==> src/rtl/multicycle_addsub_if.sv <==
// Operand/result handshake bundle for the slice-serial adder/subtractor.
interface multicycle_addsub_if #(
  parameter int unsigned WIDTH = 32
);
  logic             in_valid;
  logic             in_ready;
  logic [WIDTH-1:0] a;
  logic [WIDTH-1:0] b;
  logic             sub;
  logic             out_valid;
  logic             out_ready;
  logic [WIDTH-1:0] s;
  logic             cout;
  logic             overflow;
  logic             zero;

  modport master (
    output in_valid, a, b, sub, out_ready,
    input  in_ready, out_valid, s, cout, overflow, zero
  );

  modport slave (
    input  in_valid, a, b, sub, out_ready,
    output in_ready, out_valid, s, cout, overflow, zero
  );
endinterface

==> src/rtl/multicycle_addsub.sv <==
// Slice-serial two's-complement adder/subtractor: SLICE bits per clock,
// carry held in a flop between slices, registered result and flags.
module multicycle_addsub #(
  parameter int unsigned WIDTH = 32,
  parameter int unsigned SLICE = 8
) (
  input  logic               clock,
  input  logic               reset_n,
  multicycle_addsub_if.slave bus
);
  localparam int unsigned NSLICE = WIDTH / SLICE;
  localparam int unsigned CNT_W  = (NSLICE > 1) ? $clog2(NSLICE) : 1;
  localparam logic [CNT_W-1:0] LAST = CNT_W'(NSLICE - 1);

  typedef enum logic [1:0] {IDLE, RUN, DONE} state_t;

  state_t           state;
  logic [WIDTH-1:0] a_q;
  logic [WIDTH-1:0] b_q;
  logic [WIDTH-1:0] acc_q;
  logic [WIDTH-1:0] s_q;
  logic             carry_q;
  logic [CNT_W-1:0] cnt_q;
  logic             in_ready_q;
  logic             out_valid_q;
  logic             cout_q;
  logic             overflow_q;
  logic             zero_q;

  logic [31:0]      base;
  logic [SLICE-1:0] a_sl;
  logic [SLICE-1:0] b_sl;
  logic [SLICE-1:0] sum_sl;
  logic             carry_sl;
  logic [WIDTH-1:0] res_next;
  logic             msb_cin;

  // Result is accumulated privately so s only changes when a full result lands.
  always_comb begin
    base              = 32'(cnt_q) * SLICE;
    a_sl              = a_q[base +: SLICE];
    b_sl              = b_q[base +: SLICE];
    {carry_sl, sum_sl} = {1'b0, a_sl} + {1'b0, b_sl} + {{SLICE{1'b0}}, carry_q};
    res_next          = acc_q;
    res_next[base +: SLICE] = sum_sl;
    // Carry into the MSB recovered from the MSB sum bit and its operands.
    msb_cin           = a_q[WIDTH-1] ^ b_q[WIDTH-1] ^ res_next[WIDTH-1];
  end

  always_ff @(posedge clock or negedge reset_n) begin
    if (!reset_n) begin
      state       <= IDLE;
      a_q         <= '0;
      b_q         <= '0;
      acc_q       <= '0;
      s_q         <= '0;
      carry_q     <= 1'b0;
      cnt_q       <= '0;
      in_ready_q  <= 1'b1;
      out_valid_q <= 1'b0;
      cout_q      <= 1'b0;
      overflow_q  <= 1'b0;
      zero_q      <= 1'b0;
    end else begin
      case (state)
        IDLE: begin
          if (bus.in_valid) begin
            a_q        <= bus.a;
            b_q        <= bus.b ^ {WIDTH{bus.sub}};
            carry_q    <= bus.sub;
            cnt_q      <= '0;
            in_ready_q <= 1'b0;
            state      <= RUN;
          end
        end
        RUN: begin
          acc_q   <= res_next;
          carry_q <= carry_sl;
          cnt_q   <= cnt_q + 1'b1;
          if (cnt_q == LAST) begin
            s_q         <= res_next;
            cout_q      <= carry_sl;
            overflow_q  <= msb_cin ^ carry_sl;
            zero_q      <= (res_next == '0);
            out_valid_q <= 1'b1;
            state       <= DONE;
          end
        end
        DONE: begin
          if (bus.out_ready) begin
            out_valid_q <= 1'b0;
            in_ready_q  <= 1'b1;
            state       <= IDLE;
          end
        end
        default: state <= IDLE;
      endcase
    end
  end

  assign bus.in_ready  = in_ready_q;
  assign bus.out_valid = out_valid_q;
  assign bus.s         = s_q;
  assign bus.cout      = cout_q;
  assign bus.overflow  = overflow_q;
  assign bus.zero      = zero_q;
endmodule

==> src/flat_wrapper.sv <==
// flat-port wrapper written by rule: the top's interface ports become plain ports
module multicycle_addsub_flat 
#(
  parameter int unsigned WIDTH = 32,
  parameter int unsigned SLICE = 8
)
  (clock, reset_n, bus_in_valid, bus_a, bus_b, bus_sub, bus_out_ready, bus_in_ready, bus_out_valid, bus_s, bus_cout, bus_overflow, bus_zero);
  multicycle_addsub_if #(.WIDTH(WIDTH)) bus_i ();
  input  logic clock;
  input  logic reset_n;
  input wire logic [$bits(bus_i.in_valid)-1:0] bus_in_valid;
  input wire logic [$bits(bus_i.a)-1:0] bus_a;
  input wire logic [$bits(bus_i.b)-1:0] bus_b;
  input wire logic [$bits(bus_i.sub)-1:0] bus_sub;
  input wire logic [$bits(bus_i.out_ready)-1:0] bus_out_ready;
  output wire logic [$bits(bus_i.in_ready)-1:0] bus_in_ready;
  output wire logic [$bits(bus_i.out_valid)-1:0] bus_out_valid;
  output wire logic [$bits(bus_i.s)-1:0] bus_s;
  output wire logic [$bits(bus_i.cout)-1:0] bus_cout;
  output wire logic [$bits(bus_i.overflow)-1:0] bus_overflow;
  output wire logic [$bits(bus_i.zero)-1:0] bus_zero;
  assign bus_i.in_valid = bus_in_valid;
  assign bus_i.a = bus_a;
  assign bus_i.b = bus_b;
  assign bus_i.sub = bus_sub;
  assign bus_i.out_ready = bus_out_ready;
  assign bus_in_ready = bus_i.in_ready;
  assign bus_out_valid = bus_i.out_valid;
  assign bus_s = bus_i.s;
  assign bus_cout = bus_i.cout;
  assign bus_overflow = bus_i.overflow;
  assign bus_zero = bus_i.zero;
  multicycle_addsub #(.WIDTH(WIDTH), .SLICE(SLICE)) u_core (.clock(clock), .reset_n(reset_n), .bus(bus_i));
endmodule
==> config.mk <==
export PLATFORM = sky130hd
export DESIGN_NAME = multicycle_addsub_flat
export DESIGN_NICKNAME = d
export VERILOG_FILES = /design/src/rtl/multicycle_addsub_if.sv /design/src/rtl/multicycle_addsub.sv /design/src/flat_wrapper.sv
export SDC_FILE = /design/constraint.sdc
export NUM_CORES = 1
export LEC_CHECK = 0
export CAP_MARGIN = 20
export CORE_ASPECT_RATIO = 0.75
export CORE_MARGIN = 5
export CORE_UTILIZATION = 49
export CTS_CLUSTER_DIAMETER = 80
export DETAILED_ROUTE_END_ITERATION = 8
export GPL_TIMING_DRIVEN = 0
export PLACE_DENSITY = 0.82
export SLEW_MARGIN = 25
export SYNTH_ARGS = -nofsm -noshare
export SYNTH_HDL_FRONTEND = slang
export SYNTH_SLANG_ARGS = --single-unit
==> constraint.sdc <==
create_clock -name clock -period 3.2 [get_ports clock]
set_clock_uncertainty 0.1 [all_clocks]
set_input_delay 0.32 -clock clock [delete_from_list [all_inputs] [get_ports clock]]
set_output_delay 0.32 -clock clock [all_outputs]
set_load 0.01 [all_outputs]
==> results.cfg <==
[timing]
worst_pin_slew_ns = 0.898
period_minus_slack_ns = 3.41
slew_headroom_pct = 39.8
finalCritPeriodShare_pct = 106
max_freq_ghz = 0.293
setup_violations = 13
report.final.slew_viol_count = 0
rsz0062_at_grt = true
hold_violations = 0
setup_ws_ns = -0.208

[setup_path]
worstPathArrival_ns = 3.58
critPathKind = reg -> reg
critPathRequiredTime_ns = 3.37
crit_fanout = 6
crit_path_end_kind = flip-flop
cp-start-kind = flip-flop

[yosys]
post-synth-top-count-cell = dfrtp_1
syn_nets = 707
synth_common_cells = 137 x dfrtp_1, 64 x nand2_1, 62 x a21oi_1
synth_edf_count = 0
syn_area_um2 = 6730
synth_cell_type_count = 56
ys_warn_count = 0
syn_inst = 623
synthFlopType = dfrtp_1
ys_seq_area_share_pct = 51.3
netlist.area_leader.share_pct = 50.9
synthTopCellsByArea = dfrtp_1 51%, mux2_2 5.5%, mux4_2 5.4%
yosys.area.top_type = dfrtp_1
synth-seq-cells = 138
synthArstFlopShare_pct = 100
synth_area_per_cell_um2 = 10.8

[clock_tree]
cts_sinks = 138
cts_buffers = 17
worstSkewPairLatency_ns = 0.41
clockBufferDepth = 2
htreeDepth = 4
cts-root-buf = clkbuf_16
clkSlewWorstSetupHoldPaths_ns = 0.06
cts_tree = done

[global_route]
grt_use_met2_pct = 35.4
gr-max-usage-layer = met2
grt_pass1_wl_um = 29400
antenna_found_initial = 0
grtUsageMet1_pct = 31.3
use_met3_pct = 6.43
grt-ovfl-total = 0
grt_max_degree = 93
grt_pass1_vias = 5642
grt_usage_pct = 22.5

[die]
start_util_pct = 49.5
ios = 106
die_w_um = 145
placementRows = 37
die_h_um = 112
die_area_um2 = 16200
core_region_area_um2 = 13600

[outcome]
violations = negative setup slack
status = complete, but fails checks

[routing]
post_drt_wl_per_cell_um = 19.3
ant_nets = 0
route.detailed.drc = 0
drt-initial-drc-count = 537
via_per_inst = 5.79
via_count = 5505
first_pass_iters = 5
drt_wl_total_um = 18400

[final_layout]
antenna_cells = 0
area_delta_synth_final_pct = 33.9
final_util_pct = 66.2
final_nets = 847
drive_above_1_share_pct = 19.1

[worst_hold_path]
min_path_type = in -> async

[place]
routabilityCongestion = 0.863
dp_hpwl_um = 12800
portBuffers = 104

[job]
maxCapViolCount = 0
==> cell families (layout without fill, tap and decap cells) <==
kind of cell	after synthesis	in the layout	share of synthesized area (%)
AOI/OAI and AO/OA	164	164	14.4
xor gates and xnor gates	39	39	5.07
adders and majority gates	15	15	3.01
buffers and inverters	43	196	2.60
DFF	138	138	51.3
muxes	51	51	11.2
and+or+nand+nor	173	173	12.5
==> critical path: stages (launching register included) <==
cell,delay (ns)
dfrtp_2,0.38
buf_12,0.13
mux4_2,0.54
fa_2,0.40
fa_2,0.39
a211oi_4,0.29
o21bai_2,0.11
a2111oi_2,0.35
or3_4,0.23
xnor2_2,0.13
xnor2_2,0.14
o21ai_1,0.08
==> repair_timing <==
| item | CTS | global route |
|---|---|---|
| buffers inserted | 14 | 2 |
| hold buffers | 1 | 0 |
| pin swaps | 14 | 7 |
| endpoints found under the setup margin | 61 | 36 |
| hold endpoints to repair | 46 | 0 |
| gates resized for setup | 44 | 24 |
==> layout make-up <==
class / count / area, µm²
buffer: 38 / 186
fill: 976 / 4590
clock buffer: 26 / 499
inverter: 5 / 18.8
multi-input combinational: 442 / 3370
sequential: 138 / 3460
timing repair buffer: 121 / 1210
tap: 175 / 219
clock inverter: 6 / 63.8
==> cell usage in the layout, fill, tap and decap left out, drive strengths merged, types with 3 or more instances in the layout <==
cell,Yosys,final
nand3,3,3
clkbuf,23,48
nor4,5,5
xnor2,37,37
buf,15,33
clkdlybuf4s50,0,103
a31oi,7,7
and4b,3,3
clkinv,0,3
nor2b,29,29
a22o,18,18
dfrtp,137,137
nor2,45,45
a21o,3,3
ha,13,13
nand2,64,64
o21ai,58,58
a21oi,63,63
or2,4,4
nor3,5,5
and2,3,3
mux2,33,33
nand2b,3,3
mux4,16,16
inv,5,5
==> layer usage <==
| layer | part of all wire (%) | up-vias |
|---|---|---|
| met4 | 1.3 | 0 |
| li1 | - | 2481 |
| met5 | 0 | - |
| met3 | 8.6 | 25 |
| met1 | 43 | 2734 |
| met2 | 48 | 265 |
==> flip-flops by register name, summed over array words and instances, names as in the netlist <==
register,flops
u_core.a_q,32
u_core.acc_q,32
u_core.b_q,32
u_core.bus.s,32
u_core.cnt_q,2
u_core.state,2
u_core.bus.cout,1
u_core.bus.in_ready,1
u_core.bus.out_valid,1
u_core.bus.overflow,1
u_core.bus.zero,1
u_core.carry_q,1
==> stage by stage <==
step	instance area, µm²	setup TNS [ns]	setup WS [ns]	std cells	hold WS [ns]
2_1_floorplan	6750	-0.0326	-0.0326	623	-0.0756
3_3_place_gp	8010	-489.74	-3.84	902	0.355
3_5_place_dp	8040	-37.37	-1.08	903	0.138
4_1_cts	8900	-1.17	-0.217	950	0.298
5_1_grt	9020	-2.58	-0.293	951	0.345
6_report	9020	-1.12	-0.208	951	0.290
==> final timing paths <==
check / startpoint / to / slack [ns] / cells past startpoint
worst max-delay path: u_core.cnt_q[0] / u_core.bus.overflow / -0.21 / 11
worst min-delay path: reset_n / u_core.bus.s[0] / 0.29 / 2
worst max register to register: u_core.cnt_q[0] / u_core.bus.overflow / -0.21 / 11
worst min register to register: u_core.bus.s[21] / u_core.bus.s[21] / 0.38 / 2
max in group asynchronous: reset_n / u_core.acc_q[19] / 1.92 / 3
min in group clock: bus_sub / u_core.b_q[1] / 0.31 / 3
Power is not shown: default switching activity piles up to over one toggle a cycle in this logic, so the estimate is an artifact.
